$ cat config.mk
export PLATFORM = sky130hd
export DESIGN_NAME = fifo_stream_reader_flat
export DESIGN_NICKNAME = d
export VERILOG_FILES = /design/src/rtl/fifo_stream_reader_if.sv /design/src/rtl/fifo_stream_reader.sv /design/src/flat_wrapper.sv
export SDC_FILE = /design/constraint.sdc
export NUM_CORES = 1
export LEC_CHECK = 0
export BUFFER_PORTS_ARGS = -buffer_cell sky130_fd_sc_hd__buf_2
export CAP_MARGIN = 20
export CORE_MARGIN = 4
export CORE_UTILIZATION = 45
export DETAILED_ROUTE_END_ITERATION = 12
export GPL_TIMING_DRIVEN = 1
export PLACE_DENSITY = 0.69
export SLEW_MARGIN = 20
export SYNTH_ARGS = -nofsm -noshare
export SYNTH_HDL_FRONTEND = slang
export SYNTH_SLANG_ARGS = --single-unit
export TNS_END_PERCENT = 1
$ cat constraint.sdc
create_clock -name clk -period 10.85 [get_ports clk]
set_input_delay 2.17 -clock clk [delete_from_list [all_inputs] [get_ports clk]]
set_output_delay 2.17 -clock clk [all_outputs]
set_load 0.02 [all_outputs]
$ cat src/rtl/fifo_stream_reader_if.sv
// Bundle of the FIFO read port, the output stream and the flush/status
// signals of the fifo_stream_reader. The master is the reader itself. The
// slave is the surrounding logic: the FIFO instance, the consumer and the
// controller.
interface fifo_stream_reader_if #(
  parameter int DataWidth  = 64,
  parameter int CountWidth = 32
) ();
  logic                  fifo_empty;
  logic [DataWidth-1:0]  fifo_rd_data;
  logic                  fifo_rd_en;
  logic                  out_valid;
  logic [DataWidth-1:0]  out_data;
  logic                  out_ready;
  logic                  flush;
  logic                  flush_busy;
  logic                  flush_done;
  logic [CountWidth-1:0] beat_count;

  modport master (
    input  fifo_empty, fifo_rd_data, out_ready, flush,
    output fifo_rd_en, out_valid, out_data, flush_busy, flush_done, beat_count
  );

  modport slave (
    output fifo_empty, fifo_rd_data, out_ready, flush,
    input  fifo_rd_en, out_valid, out_data, flush_busy, flush_done, beat_count
  );
endinterface

$ cat src/rtl/fifo_stream_reader.sv
// Read-side master for a show-ahead FIFO. It drains FIFO words into a
// valid/ready stream through a 2-entry skid buffer (slot0 = output register,
// slot1 = skid register). The pop request depends only on registered
// occupancy, the FIFO empty flag and flush, so out_ready never reaches
// fifo_rd_en combinationally. A flush discards the buffered words and pops
// the FIFO until it is seen empty.

// Invariant checker for the reader's internal state and handshake outputs.
module fifo_stream_reader_checker (
  input logic       clk,
  input logic       rst,
  input logic [1:0] occ,
  input logic       out_valid,
  input logic       fifo_rd_en,
  input logic       fifo_empty,
  input logic       flush_busy,
  input logic       flush_done
);
  a_occ_range: assert property (@(posedge clk) disable iff (rst) occ <= 2'd2)
    else $error("occupancy out of range");
  a_valid_occ: assert property (@(posedge clk) disable iff (rst) out_valid == (occ != 2'd0))
    else $error("out_valid does not track occupancy");
  a_no_empty_pop: assert property (@(posedge clk) !(fifo_rd_en && fifo_empty))
    else $error("pop issued while FIFO empty");
  a_busy_novalid: assert property (@(posedge clk) disable iff (rst) !(flush_busy && out_valid))
    else $error("out_valid during flush");
  a_done_notbusy: assert property (@(posedge clk) disable iff (rst) flush_done |-> !flush_busy)
    else $error("flush_done while busy");
endmodule

module fifo_stream_reader #(
  parameter int DataWidth  = 64,
  parameter int CountWidth = 32
) (
  input logic                 clk,
  input logic                 rst,
  fifo_stream_reader_if.master bus
);

  typedef enum logic [0:0] {
    ST_STREAM = 1'b0,
    ST_FLUSH  = 1'b1
  } state_t;

  state_t                state_r;
  logic [1:0]            occ_r;
  logic [DataWidth-1:0]  slot0_r;
  logic [DataWidth-1:0]  slot1_r;
  logic [CountWidth-1:0] beat_count_r;
  logic                  flush_busy_r;
  logic                  flush_done_r;

  logic                  pop_s;
  logic                  accept_s;
  logic                  drain_s;

  // Pop/accept decisions. A flush request suppresses both in the cycle it is
  // sampled. While flushing, the FIFO is popped whenever it has data.
  always_comb begin
    pop_s    = 1'b0;
    accept_s = 1'b0;
    drain_s  = 1'b0;
    if (rst) begin
      pop_s    = 1'b0;
      accept_s = 1'b0;
      drain_s  = 1'b0;
    end else begin
      case (state_r)
        ST_STREAM: begin
          pop_s    = !bus.fifo_empty && (occ_r < 2'd2) && !bus.flush;
          accept_s = (occ_r != 2'd0) && bus.out_ready && !bus.flush;
        end
        ST_FLUSH: begin
          drain_s = !bus.fifo_empty;
        end
        default: begin
          pop_s    = 1'b0;
          accept_s = 1'b0;
          drain_s  = 1'b0;
        end
      endcase
    end
  end

  assign bus.fifo_rd_en = pop_s | drain_s;
  assign bus.out_valid  = (occ_r != 2'd0);
  assign bus.out_data   = slot0_r;
  assign bus.flush_busy = flush_busy_r;
  assign bus.flush_done = flush_done_r;
  assign bus.beat_count = beat_count_r;

  // Stream/flush state machine with the skid buffer, the beat counter and the
  // flush status flags.
  always_ff @(posedge clk) begin
    if (rst) begin
      state_r      <= ST_STREAM;
      occ_r        <= 2'd0;
      beat_count_r <= {CountWidth{1'b0}};
      flush_busy_r <= 1'b0;
      flush_done_r <= 1'b0;
    end else begin
      case (state_r)
        ST_STREAM: begin
          flush_done_r <= 1'b0;
          if (bus.flush) begin
            occ_r        <= 2'd0;
            state_r      <= ST_FLUSH;
            flush_busy_r <= 1'b1;
          end else begin
            if (accept_s) begin
              beat_count_r <= beat_count_r + CountWidth'(1);
            end
            case (occ_r)
              2'd0: begin
                if (pop_s) begin
                  slot0_r <= bus.fifo_rd_data;
                  occ_r   <= 2'd1;
                end
              end
              2'd1: begin
                if (pop_s && accept_s) begin
                  slot0_r <= bus.fifo_rd_data;
                end else if (pop_s) begin
                  slot1_r <= bus.fifo_rd_data;
                  occ_r   <= 2'd2;
                end else if (accept_s) begin
                  occ_r <= 2'd0;
                end
              end
              2'd2: begin
                if (accept_s) begin
                  slot0_r <= slot1_r;
                  occ_r   <= 2'd1;
                end
              end
              default: begin
                occ_r <= 2'd0;
              end
            endcase
          end
        end
        ST_FLUSH: begin
          occ_r <= 2'd0;
          if (bus.fifo_empty) begin
            state_r      <= ST_STREAM;
            flush_busy_r <= 1'b0;
            flush_done_r <= 1'b1;
          end else begin
            flush_done_r <= 1'b0;
          end
        end
        default: begin
          state_r      <= ST_STREAM;
          occ_r        <= 2'd0;
          flush_busy_r <= 1'b0;
          flush_done_r <= 1'b0;
        end
      endcase
    end
  end

  fifo_stream_reader_checker u_checker (
    .clk        (clk),
    .rst        (rst),
    .occ        (occ_r),
    .out_valid  (bus.out_valid),
    .fifo_rd_en (bus.fifo_rd_en),
    .fifo_empty (bus.fifo_empty),
    .flush_busy (flush_busy_r),
    .flush_done (flush_done_r)
  );

endmodule

$ cat src/flat_wrapper.sv
// flat-port wrapper written by rule: the top's interface ports become plain ports
module fifo_stream_reader_flat 
#(
  parameter int DataWidth  = 64,
  parameter int CountWidth = 32
)
  (clk, rst, bus_fifo_empty, bus_fifo_rd_data, bus_out_ready, bus_flush, bus_fifo_rd_en, bus_out_valid, bus_out_data, bus_flush_busy, bus_flush_done, bus_beat_count);
  fifo_stream_reader_if #(.DataWidth(DataWidth), .CountWidth(CountWidth)) bus_i ();
  input logic clk;
  input logic rst;
  input wire logic [$bits(bus_i.fifo_empty)-1:0] bus_fifo_empty;
  input wire logic [$bits(bus_i.fifo_rd_data)-1:0] bus_fifo_rd_data;
  input wire logic [$bits(bus_i.out_ready)-1:0] bus_out_ready;
  input wire logic [$bits(bus_i.flush)-1:0] bus_flush;
  output wire logic [$bits(bus_i.fifo_rd_en)-1:0] bus_fifo_rd_en;
  output wire logic [$bits(bus_i.out_valid)-1:0] bus_out_valid;
  output wire logic [$bits(bus_i.out_data)-1:0] bus_out_data;
  output wire logic [$bits(bus_i.flush_busy)-1:0] bus_flush_busy;
  output wire logic [$bits(bus_i.flush_done)-1:0] bus_flush_done;
  output wire logic [$bits(bus_i.beat_count)-1:0] bus_beat_count;
  assign bus_i.fifo_empty = bus_fifo_empty;
  assign bus_i.fifo_rd_data = bus_fifo_rd_data;
  assign bus_i.out_ready = bus_out_ready;
  assign bus_i.flush = bus_flush;
  assign bus_fifo_rd_en = bus_i.fifo_rd_en;
  assign bus_out_valid = bus_i.out_valid;
  assign bus_out_data = bus_i.out_data;
  assign bus_flush_busy = bus_i.flush_busy;
  assign bus_flush_done = bus_i.flush_done;
  assign bus_beat_count = bus_i.beat_count;
  fifo_stream_reader #(.DataWidth(DataWidth), .CountWidth(CountWidth)) u_core (.clk(clk), .rst(rst), .bus(bus_i));
endmodule
# Word level (Yosys, flattened, before mapping)
# Cells that the tools add are included.
# totals
ff_bits	165
inputBits	69
wordCells	66
out_inout_bits	100
# op_classes
n_mux	26
reduce_logical	15
add_sub_neg	1
n_lt_le_gt_ge	1
bitwise	5
n_eq_ne	11
# ops
operator	n
64-bit 2-to-1 mux	3
64-bit case mux with 3 select lines	1
32-bit by 1-bit adder with 32-bit output (second input constant)	1
2-bit 2-to-1 mux	6
1-bit 2-to-1 mux	11
4-bit by 3-bit inequality test with 1-bit output (second input constant)	2
7-bit AND reduction	1
2-bit by 1-bit inequality test with 1-bit output (second input constant)	3
1-bit case mux with 2 select lines	3
2-bit case mux with 3 select lines	1
6-bit AND reduction	1
1-bit logical AND	5
5-bit by 3-bit inequality test with 1-bit output (second input constant)	1
2-bit inequality test (second input constant)	2
4-bit inequality test (second input constant)	1
1-bit inverter	4
2-bit case mux with 2 select lines	1
4-bit AND reduction	1
3-bit AND reduction	1
3-bit nonzero test	1
2-bit by 1-bit equality test with 1-bit output (second input constant)	1
2-bit equality test (second input constant)	1
1-bit logical NOT	2
2-bit logical NOT	1
4 further kinds	4

# Longest topological paths before layout
# Gate-level depths: netlist (run 1).
# depth
ltp_word	11
depth_mapped	7
ltp_nobuf	5

# Worst setup path before layout (run 1)
# OpenSTA, ideal clock, no wires.
# synth_timing
path_type	input to register
start	input port bus_flush
end	register u_core.slot1_r[0], enable pin
stages	3
setup_time_ps	651
path_slack_ps	1405
arrival_ps	8794
path_buffers	1
required_ps	10199
cell_sequence	or3_1 -> clkbuf_1 -> nor4_1
# synth_between
elab_chain_cells	7
word_cells_on_any_way	11
cone_classes	mux (4); bitwise (2); reduce/logical (5)
# synth_rtl
item	line	rtl
start: declaration	flat_wrapper.sv:14	input wire logic [$bits(bus_i.flush)-1:0] bus_flush;
1-bit logical NOT	fifo_stream_reader.sv:70, fifo_stream_reader.sv:71	
1-bit logical AND (on tied branches)	fifo_stream_reader.sv:70, fifo_stream_reader.sv:71	
1-bit 2-to-1 mux	fifo_stream_reader.sv:68	case (state_r)
1-bit 2-to-1 mux	fifo_stream_reader.sv:63	if (rst) begin
1-bit logical AND	fifo_stream_reader.sv:121	if (pop_s && accept_s) begin
1-bit inverter (no line)	n/a	
6-bit AND reduction (no line) *	n/a	
end signal: assignment	fifo_stream_reader.sv:124	slot1_r <= bus.fifo_rd_data;
end: declaration	fifo_stream_reader.sv:48	logic [DataWidth-1:0] slot1_r;
# Mark *: on every way between the ends. The rest lies on a longest branch, timed or not.
# A chain may end at the register's enable or synchronous reset.

# Final worst setup path (run 1)
# layout_timing
start	input port rst
end	output port bus_fifo_rd_en
# layout_between
elab_chain_cells	2
word_cells_on_any_way	3
cone_classes	mux (2); bitwise (1)
# layout_rtl
item	line	rtl
start: declaration	flat_wrapper.sv:10	input logic rst;
1-bit 2-to-1 mux	fifo_stream_reader.sv:63	
1-bit bitwise OR *	fifo_stream_reader.sv:85	assign bus.fifo_rd_en = pop_s | drain_s;
end: declaration	flat_wrapper.sv:15	output wire logic [$bits(bus_i.fifo_rd_en)-1:0] bus_fifo_rd_en;
# Marks and branches as above.

==> results_dict.tcl, run 1 <==
set metrics [dict create \
    tightest_slew_ns 0.9247 \
    core_area_sq_um 13990 \
    antenna_found_initial 2 \
    crit_type "in -> out" \
    die_width_um 128.2 \
    placed_area_sq_um 7483 \
    finalInstanceArea_sq_um 8074 \
    fill_cells 1156 \
    slew_viol_final 0 \
    nNetsFinal 661 \
    vdd_drop_max_uv 104.0 \
    final_cell_mix "buf_2, edfxtp_1, mux2_2" \
    hold_buffers 0 \
    cts_max_path_buffers 2 \
    crit_path_end_kind "output port" \
    final_util_pct 57.72 \
    reg2reg_from "u_core.occ_r[1]" \
    pin_count 169 \
    critPathArrivalTime_ns 3.05 \
    drc_errors 0 \
    grt_usage_pct 16.62 \
    place_ws_ns 5.636 \
    period_minus_slack_ns 5.218 \
    netlist_area_sq_um 6497 \
    drt_iter0_drc 227 \
    synth-edff-count 128 \
    skew_ns 0.007590 \
    yosys_warnings 0 \
    hold_viol 0 \
    drv_cap 0 \
    grt_max_degree 66 \
    async_reset_ff_share_pct 0 \
    cts_tree "done" \
    ys.flop_type "edfxtp_1" \
    critPathLaunch "rst" \
    rsz0062_at_grt "false" \
    critical_path.max_fanout 41 \
    wl_um 13520 \
    drive_gt1_share_pct 45.44 \
    die_h_um 128.2 \
    cts.repair.resized 0 \
    synth.distinct_cells 40 \
    place_congestion 0.8077 \
    cts_made_buffers 17 \
    wire_per_inst_um 17.25 \
    clock_sinks 165 \
    htreeDepth 4 \
    num_vias 4239 \
    startpoint_type "input port" \
    grt_pass1_vias 4283 \
    detail_route.first_pass.iterations 5 \
    min-delay-start "u_core.bus.beat_count[11]" \
    dpl.hpwl_um 9016 \
    clkSlewWorstSetupHoldPaths_ns 0.06 \
    start_util_pct 46.45 \
    max_freq_ghz 0.1916 \
    holdCritPathClass "reg -> reg" \
    ant_nets 0 \
    numPortBuffers 168 \
    setup_violations 0 \
    required_ns 8.68 \
    syn_nets 494 \
    finalSetupTns_ns 0 \
    outcome "finished clean" \
    insertion_delay_ns 0.41 \
    leakage_nw 2.997 \
    grt_pass1_wl_um 21470 \
    area_delta_synth_final_pct 24.26 \
    die-area_sq_um 16430 \
    layout_commonest_cell "buf_2" \
    ys_seq_area_share_pct 70.56 \
    cts-root-buf "clkbuf_16" \
    placementRows 43 \
    grt-ovfl-total 0 \
    min_period_over_period_pct 48.09 \
    syn_avg_cell_area_sq_um 15.32 \
    cellPowerDensity_nw_per_um2 166.8 \
    postSynthCellCount 424 \
    vias_per_cell 5.407 \
    cts_setup_buffers 0 \
    maxSlewHeadroom_pct 38.35 \
    synth-seq-cells 165 \
    setup_slack_ns 5.632 \
]
## cell usage after synthesis (all sizes together) (5+ instances only)
master / n / area share, %
or3: 5 / 0.48
clkbuf: 9 / 0.54
or4: 15 / 1.7
nor2: 18 / 1.0
buf: 13 / 1.3
a21oi: 23 / 1.8
dfxtp: 37 / 11
nand3: 8 / 0.62
nor3: 5 / 0.56
nand2: 15 / 0.87
o31ai: 15 / 1.7
mux2: 68 / 12
edfxtp: 128 / 59
o21ai: 8 / 0.62
nor4: 5 / 0.48
nand4: 14 / 1.6
## stage by stage
step	std cells	hold WS, ns	power [mW]
final	784	0.4975	1.346
after global placement	752	0.4744	0.7624
after CTS	783	0.4944	1.364
after global routing	783	0.5317	1.393
after detailed placement	752	0.4848	0.7649
after floorplan	424	0.4931	0.7372
## power by group
group | switching, mW | internal (mW)
Clock | 0.234 | 0.361
Combinational | 0.0327 | 0.0254
Sequential | 0.00292 | 0.690
## logic make-up (layout without fill, tap and decap cells)
group	Yosys count	in the layout	synth area share (%)
AO/OA/AOI/OAI	49	49	4.487
XOR/XNOR	7	7	0.9436
adder cells (fa/ha/maj)	1	1	0.1925
buffers and inverters	25	204	2.022
flip-flops	165	165	70.56
multiplexers	69	69	11.94
other	0	1	0
AND/OR/NAND/NOR	108	108	9.860
## state kept, by name, indices dropped and copies added, names as in the netlist
name                   count
u_core.state_r             1
u_core.occ_r               2
u_core.bus.beat_count     32
u_core.slot1_r            64
u_core.bus.flush_busy      1
u_core.bus.flush_done      1
u_core.bus.out_data       64
## final timing paths
check | cells past startpoint | slack, ns | end
worst max register to register | 4 | 8.46 | u_core.bus.beat_count[31]
worst max-delay path | 3 | 5.63 | bus_fifo_rd_en
worst min register to register | 2 | 0.50 | u_core.bus.beat_count[11]
worst min-delay path | 2 | 0.50 | u_core.bus.beat_count[11]
## routing by layer
metal | track usage, % | vias up | routed length, um
met4 | 5.306 | 4 | 168
met3 | 5.583 | 18 | 983
met1 | 21.65 | 2079 | 6030
met2 | 26.40 | 156 | 6319
li1 | - | 1982 | -
met5 | 0 | - | 21
## worst max-delay path, stage by stage
cell    delay (ns)
buf_2         0.57
nor3_1        0.11
buf_2         0.19
## cell type report
type / count / area [sq um] / area share, %
sequential: 165 / 4584 / 56.78
clock inverter: 12 / 155.1 / 1.922
multi-input combinational: 234 / 1807 / 22.38
inverter: 3 / 11.26 / 0.1395
clock buffer: 19 / 432.9 / 5.362
tap: 180 / 225.2 / 2.789
timing repair buffer: 170 / 855.8 / 10.60
antenna: 1 / 2.502 / 0.03099
(Power assumes the default switching activity.)
==> run 2: changes to the inputs <==
- clock period: 10.85 -> 4.84 ns (I/O delays scaled with it)
==> results_dict.tcl, run 2 (synthesis gave the netlist of run 1 again) <==
set metrics [dict create \
    hold_viol 0 \
    rsz0062_at_grt "false" \
    crit_cells 4 \
    path_cells "buf_2 -> or3_1 -> nor4_4 -> buf_4" \
    vdd_drop_max_uv 220.1 \
    cts-root-buf "clkbuf_16" \
    dpl.hpwl_um 9222 \
    slew_viol_final 0 \
    combPwrFrac_pct 4.3 \
    cellPowerDensity_nw_per_um2 376.1 \
    max_freq_ghz 0.3512 \
    diodes 0 \
    crit_path_end_kind "register" \
    r2r_cells 4 \
    hold_end "u_core.bus.beat_count[11]" \
    clock_sinks 165 \
    top_layer_used "met5" \
    startpoint_type "input port" \
    tightest_slew_ns 0.9102 \
    place_ws_ns 1.553 \
    drv_cap 0 \
    antenna_found_initial 3 \
    slowest_stage "buf_4" \
    hold_buffers 0 \
    grt-ovfl-total 0 \
    regToRegEndpoint "u_core.bus.beat_count[31]" \
    pwr-share-clk_pct 44.7 \
    instances_no_fill 784 \
    maxSlewHeadroom_pct 39.32 \
    cts_made_buffers 17 \
    critPathArrivalTime_ns 2.89 \
    htreeDepth 4 \
    grt_max_degree 66 \
    m1WireLength_um 5941 \
    num_vias 4239 \
    cts_tree "done" \
    area_delta_synth_final_pct 24.63 \
    p_int_mw 2.346 \
    wire_per_inst_um 17.62 \
    clkSlewWorstSetupHoldPaths_ns 0.07 \
    setup_slack_ns 1.993 \
    layout_commonest_cell "buf_2" \
    skew_ns 0.01026 \
    start_util_pct 46.45 \
    pin_count 169 \
    die_width_um 128.2 \
    wl_um 13810 \
    die_h_um 128.2 \
    setup_violations 0 \
    grt_usage_pct 16.92 \
    cts.repair.resized 0 \
    crit_type "in -> reg" \
    period_minus_slack_ns 2.847 \
    die-area_sq_um 16430 \
    outcome "finished clean" \
    rrSetupSlack_ns 2.52 \
    drt_iter0_drc 317 \
    critPathMaxStageDelay_ns 0.71 \
    dr_wl_met2_um 6587 \
    finalSetupTns_ns 0 \
    required_ns 4.89 \
    cts_setup_buffers 0 \
    detail_route.first_pass.iterations 4 \
    wl_met3_um 1090 \
    cts_max_path_buffers 2 \
    core_area_sq_um 13990 \
    grt_pass1_vias 4179 \
    seqPwrFrac_pct 51.0 \
    vias_per_cell 5.407 \
    drc_errors 0 \
    placementRows 43 \
    switching_share_pct 22.98 \
    drive_gt1_share_pct 46.03 \
    holdCritPathClass "reg -> reg" \
    fin_hold_ws_ns 0.4985 \
    crit_buf_inv 2 \
    min-delay-start "u_core.bus.beat_count[11]" \
    place_congestion 0.8138 \
    final_cell_mix "buf_2, edfxtp_1, mux2_2" \
    numPortBuffers 168 \
    critPathLaunch "rst" \
    grt_pass1_wl_um 21920 \
    min_delay_path_depth 2 \
    reg2reg_from "u_core.occ_r[1]" \
    insertion_delay_ns 0.42 \
    nNetsFinal 661 \
    critical_path.max_fanout 64 \
    p_sw_uw 700.0 \
    leakage_nw 3.011 \
    min_period_over_period_pct 58.83 \
    ant_nets 0 \
    dp.cells 752 \
    path_delay_family "buffers and inverters" \
]
-- run 2: layout make-up --
type | instances | area, sq um
Clock buffer | 17 | 425.4
Clock inverter | 15 | 180.2
Fill cell | 1139 | 5891
Inverter | 3 | 11.26
Multi-Input combinational cell | 234 | 1815
Sequential cell | 165 | 4584
Tap cell | 180 | 225.2
Timing Repair Buffer | 170 | 855.8
-- run 2: stage by stage --
step	instance area (sq um)	utilization, %	total power, mW
2_1_floorplan	6513	-	1.653
3_3_place_gp	7492	53.56	1.710
3_5_place_dp	7492	53.56	1.715
4_1_cts	8098	57.89	3.076
5_1_grt	8098	57.89	3.145
6_report	8098	57.89	3.046
-- run 2: worst max-delay path by stage --
stage / end / slack, ns
finish: u_core.slot1_r[37] / 1.99
floorplan: u_core.bus.out_data[0] / -0.31
global placement: u_core.slot1_r[27] / 1.60
detailed placement: u_core.slot1_r[27] / 1.55
global route: u_core.slot1_r[49] / 1.90
CTS: u_core.slot1_r[10] / 2.01
-- run 2: layer usage --
metal  track usage [%]  vias up
met5                 0        -
met4             5.431        6
met3             5.125       21
met2             27.26      155
met1             22.05     2078
li1                  -     1979
-- run 2: tightest hold or removal path, stage by stage (launching register included) --
cell     delay [ns]
dfxtp_1        0.33
o31ai_1        0.07
a21oi_1        0.06
-- run 2: power groups by stage --
stage / registers, mW / clock network (mW) / logic, mW
global route: 1.55 / 1.45 / 0.143
CTS: 1.55 / 1.39 / 0.133
global placement: 1.58 / 0 / 0.127
finish: 1.55 / 1.36 / 0.131
detailed placement: 1.58 / 0 / 0.131
floorplan: 1.60 / 0 / 0.0487
